<file path="src/rtl/cp0_intc.sv">
// CP0 register file (SR/Cause/EPC/PRId) and single-level interrupt sequencer.
// Optional HWInt 2-flop synchronizer enabled by defining CP0_HWINT_SYNC_EN.
//
// state   | meaning
// --------+-------------------------------------------------------------
// ST_IDLE | no interrupt in service; accept when pend is seen
// ST_REQ  | accept edge just happened, IntReq high for this one cycle
// ST_SVC  | handler running with EXL set; wait for ERET or EXL clear
module cp0_intc #(
  parameter logic [31:0] PRID_VAL = 32'h0000_4D50
) (
  input  logic        clk,
  input  logic        reset,
  input  logic [5:0]  HWInt,
  input  logic [31:0] PC_M,
  input  logic [4:0]  Sel_R,
  input  logic [4:0]  Sel_W,
  input  logic [31:0] Din,
  input  logic        We,
  input  logic        EXLClr,
  output logic        IntReq,
  output logic [31:0] EPC,
  output logic [31:0] Dout
);

  typedef enum logic [1:0] {
    ST_IDLE = 2'd0,
    ST_REQ  = 2'd1,
    ST_SVC  = 2'd2
  } state_e;

  state_e      state_q, state_d;
  logic [5:0]  im_q, im_d;
  logic [5:0]  ip_q, ip_d;
  logic        exl_q, exl_d;
  logic        ie_q, ie_d;
  logic [29:0] epc_q, epc_d;
  logic        intreq_q, intreq_d;
  logic [5:0]  hw_src;
  logic        pend;
  logic        unused_pc_lsb;

  assign unused_pc_lsb = ^PC_M[1:0];

`ifdef CP0_HWINT_SYNC_EN
  logic [5:0] sync1_q, sync2_q;

  always_ff @(posedge clk) begin
    if (reset) begin
      sync1_q <= 6'd0;
      sync2_q <= 6'd0;
    end else begin
      sync1_q <= HWInt;
      sync2_q <= sync1_q;
    end
  end

  assign hw_src = sync2_q;
`else
  assign hw_src = HWInt;
`endif

  assign pend = (|(ip_q & im_q)) & ie_q & ~exl_q;

  always_comb begin
    state_d  = state_q;
    im_d     = im_q;
    exl_d    = exl_q;
    ie_d     = ie_q;
    epc_d    = epc_q;
    intreq_d = 1'b0;
    ip_d     = hw_src;

    if (We && (Sel_W == 5'd12)) begin
      im_d  = Din[15:10];
      exl_d = Din[1];
      ie_d  = Din[0];
    end
    if (We && (Sel_W == 5'd14)) begin
      epc_d = Din[31:2];
    end

    // Accept overrides any same-cycle MTC0 to EXL or EPC
    case (state_q)
      ST_IDLE: begin
        if (pend) begin
          state_d  = ST_REQ;
          intreq_d = 1'b1;
          exl_d    = 1'b1;
          epc_d    = PC_M[31:2];
        end
      end
      ST_REQ: state_d = ST_SVC;
      ST_SVC: begin
        if (EXLClr) begin
          exl_d = 1'b0;
        end
        if (!exl_d) begin
          state_d = ST_IDLE;
        end
      end
      default: state_d = ST_IDLE;
    endcase
  end

  always_ff @(posedge clk) begin
    if (reset) begin
      state_q  <= ST_IDLE;
      im_q     <= 6'd0;
      ip_q     <= 6'd0;
      exl_q    <= 1'b0;
      ie_q     <= 1'b0;
      epc_q    <= 30'd0;
      intreq_q <= 1'b0;
    end else begin
      state_q  <= state_d;
      im_q     <= im_d;
      ip_q     <= ip_d;
      exl_q    <= exl_d;
      ie_q     <= ie_d;
      epc_q    <= epc_d;
      intreq_q <= intreq_d;
    end
  end

  assign IntReq = intreq_q;
  assign EPC    = {epc_q, 2'b00};

  always_comb begin
    Dout = 32'd0;
    case (Sel_R)
      5'd12:   Dout = {16'd0, im_q, 8'd0, exl_q, ie_q};
      5'd13:   Dout = {16'd0, ip_q, 10'd0};
      5'd14:   Dout = {epc_q, 2'b00};
      5'd15:   Dout = PRID_VAL;
      default: Dout = 32'd0;
    endcase
  end

endmodule

</file>
<file path="config.mk">
export PLATFORM = sky130hd
export DESIGN_NAME = cp0_intc
export DESIGN_NICKNAME = d
export VERILOG_FILES = /design/src/rtl/cp0_intc.sv
export SDC_FILE = /design/constraint.sdc
export NUM_CORES = 1
export LEC_CHECK = 0
export BUFFER_PORTS_ARGS = -buffer_cell sky130_fd_sc_hd__buf_2
export CAP_MARGIN = 0
export CORE_MARGIN = 3
export CORE_UTILIZATION = 30
export CTS_BUF_LIST = sky130_fd_sc_hd__clkbuf_8
export DETAILED_ROUTE_END_ITERATION = 10
export PLACE_DENSITY_LB_ADDON = 0.2
export SYNTH_ARGS = -nofsm -noshare
export SYNTH_HDL_FRONTEND = slang
export SYNTH_SLANG_ARGS = --single-unit
</file>
<file path="constraint.sdc">
create_clock -name clk -period 3.25 [get_ports clk]
set_input_delay 0.4875 -clock clk [delete_from_list [all_inputs] [get_ports clk]]
set_output_delay 0.4875 -clock clk [all_outputs]
set_load 0.01 [all_outputs]
</file>
==> results of run 1 <==
## worst max-delay path: stages, from the launching register on
cell      delay (ns)
dfxtp_1         0.35
or4b_1          0.86
buf_4           0.34
a311oi_1        0.32
a311oi_1        0.09
## cell type report
cell class                 count  area (um^2)  share of cell area, %
timing repair buffer         151        773.2                  22.31
clock inverter                 2        35.03                  1.011
sequential                    47        940.9                  27.15
clock buffer                   6        82.58                  2.383
tap                          105        131.4                  3.791
multi-input combinational    227         1503                  43.36
## path summary, 6_finish.rpt
path         slack, ns   endpoint  startpoint
max               1.14  epc_q[13]  state_q[1]
max reg2reg       1.14  epc_q[13]  state_q[1]
min               0.39    ip_q[5]    HWInt[5]
min reg2reg       0.49       ie_q        ie_q
## cells by family after synthesis
group,Yosys count
AO/OA/AOI/OAI,118
AND/OR/NAND/NOR,101
flip-flops,47
buffers and inverters,43
multiplexers,6
other,1
## per-stage QoR
stage               utilization (%)  hold slack, ns  instances  setup WS, ns  area (um^2)
detailed placement            40.14          0.4759        530         1.145         3348
finish                        41.55          0.3911        538         1.141         3466
global route                  41.55          0.4168        538         1.015         3466
CTS                           41.55          0.3859        538         1.141         3466
global placement              40.14          0.4771        530         1.145         3348
floorplan                         -          0.4571        317         1.385         2621
## cells in the mapped netlist
master / instances
a21oi_1: 10
a22oi_1: 3
a311oi_1: 60
a31o_4: 1
a31oi_1: 2
and2_1: 23
and4bb_2: 1
buf_2: 1
buf_4: 2
buf_6: 3
clkbuf_1: 37
conb_1: 1
dfxtp_1: 47
mux2_2: 3
mux2i_1: 3
nand2_1: 4
nand2b_1: 3
nand3_1: 37
nand3b_1: 2
nand4_1: 2
nand4b_1: 1
nand4bb_1: 1
nor2_1: 13
nor2b_1: 8
nor4b_1: 2
o2111ai_1: 1
o211ai_1: 1
o21ai_0: 36
o21ai_1: 1
o22ai_1: 3
or2_2: 3
or4b_1: 1
## power by group
group	leakage, uW	switching, uW	internal (uW)	total, uW
combinational	0.000955	76.3	55.4	132
sequential	0.000380	4.99	583	588
clock	0.0000612	210	249	459
total	0.00140	291	888	1180
## per-layer routing
| metal | share of wire, % | vias to the layer above | GRT usage [%] |
|---|---|---|---|
| met1 | 46 | 1441 | 27.56 |
| met3 | 8.2 | 2 | 3.997 |
| li1 | - | 1452 | - |
| met4 | 0.26 | 0 | 3.466 |
| met2 | 46 | 159 | 30.48 |
| met5 | 0 | - | 0 |
## state kept, by name, summed over array words and instances, names as in the netlist
name	flops
state_q	2
epc_q	30
im_q	6
ie_q	1
IntReq	1
ip_q	6
exl_q	1
==> reports/qor.csv, run 1 <==
metric,value,unit
outcome,finished clean,
insertion_delay,0.30,ns
drv_slew,0,
grt_antenna_before_repair,0,
pin_count,149,
synth_area_leaders,"dfxtp_1 36%, a311oi_1 20%, nand3_1 7.1%",
grt_pass1_vias,3063,
synth-simple-area-share,21.70,%
p_per_area,340.2,mW/mm^2
ir_drop,0.2224,mV
path_clk_slew,0.10,ns
ys_seq_area_share,35.95,%
fmax,474.1,MHz
drive_gt1_share,39.26,%
p_leak,0.001397,uW
yosys_warnings,0,
postCtsSetupBuffers,0,
muxShareOfSynthArea,2.438,%
nNetsFinal,516,
syn2layout_area_growth,32.41,%
cts_resized,0,
hold_class,in -> reg,
dr.pass1.iters,4,
num_antenna_cells,0,
worst_slew_pin_slew,0.9672,ns
hold_depth,2,
yosys_register_bits,47,
core-area,0.008341,mm^2
vias_per_cell,5.677,
fin_setup_tns,0,ns
criticalPathCategory,reg -> reg,
synth_top_family_by_area,compound AO/OA/AOI/OAI gates,
drc_errors,0,
setup_viol,0,
final_common_cell,buf_2,
crit_fanout,17,
grt_use_total,19.34,%
wl,9717,um
die_y,99.41,um
ys_types,32,
final.setup_skew,0.007895,ns
finalPower,1179,uW
synth_adder_area_share,0,%
synth_xor_xnor_area_share,0,%
synth-compound-area-share,32.41,%
dieArea,0.009881,mm^2
hold_viol_final,0,
place_congestion,0.8464,
fill_cells,870,
wl_per_cell,18.06,um
clockBufferDepth,2,
ant_nets,0,
cts_buffers,5,
io_buffer_count,144,
synthCells,316,
grt_overflow_total,0,
dr_total_vias,3054,
synth_top_area_cell,dfxtp_1,
cts_tree,yes,
drtIter0Drc,126,
drv_cap,0,
grt_max_degree,48,
finalCriticalPeriod,2.109,ns
crit_arrival,2.26,ns
rsz0062_at_grt,no,
initial_core_util,31.38,%
relSlewSlack,35.36,%
die_w,99.41,um
clkSinkCount,47,
r2r_cells,4,
cts_max_level,2,
cp.required,3.40,ns
fin_crit_sh,64.91,%
hold_buffers,0,
end_kind,register,
num_rows,33,
cts_root_buf,clkbuf_8,
netlist_area,0.002618,mm^2
hpwl,6396,um
grt_pass1_wl,15740,um
final_cell_mix,"144 x buf_2, 60 x a311oi_1, 47 x dfxtp_1",
cp-start-kind,register,
avgSynthCellArea,8.283,um^2
synth_top_area_share,35.95,%
Note: power is estimated with default switching activity, not from simulation.
==> inputs of run 2 (changes only) <==
Clock period 3.25 ns to 1.8 ns, I/O delays scaled along.
==> run 2 against run 1 <==
Worst setup slack worse by 1.0 ns. Sequential power up 80%. Count of clock-buffer cells in the layout unchanged. First-iteration DRC count up 35%. Routed wire length up 0.52%. Non-clock buffer count up 12. Utilization up 1.8 points. Clock power up 79%. Fmax up 25%. Sequential share of layout area down 1.1 points. Clock skew down 0.00054 ns. Largest cell class unchanged. Largest power group unchanged.
==> reports/qor.csv, run 2 (same netlist as run 1, synthesis figures left out) <==
metric,value,unit
outcome,finished clean,
hold_viol_final,0,
rsz0062_at_grt,no,
relSlewSlack,65.08,%
hold_class,in -> reg,
top_register,epc_q,
die_w,99.41,um
hpwl,6496,um
path_cells,"or4b_4, buf_4, a311oi_1, a311oi_1",
wl,9768,um
path_common_cell,a311oi_1,
crit_fanout,17,
grt_overflow_total,0,
ir_drop,0.3119,mV
fmax,594.6,MHz
drc_errors,0,
hold_ws,0.1741,ns
worst_slew_pin_slew,0.5238,ns
grt_pass1_wl,15280,um
grt_pass1_vias,2987,
clkSinkCount,47,
num_rows,33,
p_leak,0.001468,uW
wl_per_cell,17.73,um
criticalPathCategory,reg -> reg,
drive_gt1_share,41.48,%
initial_core_util,31.38,%
dr_total_vias,3138,
drv_slew,0,
dr.pass1.iters,4,
cp.required,1.97,ns
path_buf_inv,1,
pin_count,149,
cp_slowest_cell,or4b_4,
final_common_cell,buf_2,
final_cell_mix,"144 x buf_2, 60 x a311oi_1, 47 x dfxtp_1",
place_congestion,0.8139,
crit_arrival,1.85,ns
fin_crit_sh,93.43,%
ant_nets,0,
syn2layout_area_growth,38.05,%
cts_buffers,5,
postCtsSetupBuffers,0,
finalPower,2141,uW
core-area,0.008341,mm^2
cts_root_buf,clkbuf_8,
drv_cap,0,
drtIter0Drc,170,
end_kind,register,
grt_antenna_before_repair,0,
grt_max_degree,48,
grt_use_total,18.88,%
fin_setup_tns,0,ns
finalCriticalPeriod,1.682,ns
cts_max_level,2,
largest_reg_flops,30,
vias_per_cell,5.695,
nNetsFinal,529,
num_antenna_cells,0,
path_depth,4,
largestRegisters,"epc_q (30), im_q (6), ip_q (6)",
insertion_delay,0.30,ns
cts_tree,yes,
cpLargestDelayFamily,simple AND/OR/NAND/NOR gates,
setup_viol,0,
io_buffer_count,144,
clockBufferDepth,2,
r2r_cells,4,
fill_cells,911,
final.setup_skew,0.007360,ns
hold_depth,2,
path_clk_slew,0.09,ns
p_per_area,592.5,mW/mm^2
max_stage_delay,0.57,ns
cp-start-kind,register,
dieArea,0.009881,mm^2
die_y,99.41,um
==> run 2: area by class of cell <==
class	count	area, um^2	share of cell area, %
flip-flops and latches	47	940.9	26.04
clock buffers	6	82.58	2.285
multi-input cells	228	1523	42.14
clock inverters	2	35.03	0.9695
well taps	105	131.4	3.636
repair buffers	163	900.9	24.93
==> run 2: path summary, 6_finish.rpt <==
kind              startpoint        end  slack, ns
setup / recovery  state_q[0]  epc_q[10]       0.12
hold / removal      HWInt[3]    ip_q[3]       0.17
setup reg to reg  state_q[0]  epc_q[10]       0.12
hold reg to reg         ie_q       ie_q       0.50
==> run 2: metal layers <==
layer	GRT usage (%)	vias up	routed length (um)
li1	-	1479	-
met1	26.53	1484	4545
met2	30.01	171	4354
met3	3.717	4	824
met4	4.097	0	44
met5	0	-	0
==> run 2: power by group <==
group          switching [uW]  total (uW)  internal [uW]
Combinational             141         257            116
Clock                     372         822            450
Sequential               9.36        1060           1050
==> run 2: stage by stage <==
step           setup slack [ns]  util [%]  cells  area, um^2
3_5_place_dp            -0.3257     41.67    542        3476
4_1_cts                0.007648     43.11    550        3596
2_1_floorplan            0.2248         -    317        2621
5_1_grt                 0.03150     43.32    551        3613
6_report                 0.1183     43.32    551        3613
3_3_place_gp            -0.2824     41.67    542        3476
==> run 2: what timing repair did <==
action,4_1_cts,5_1_grt
gates cloned,0,1
gates resized for setup,1,2
setup endpoints to repair,21,46
hold buffers,0,0
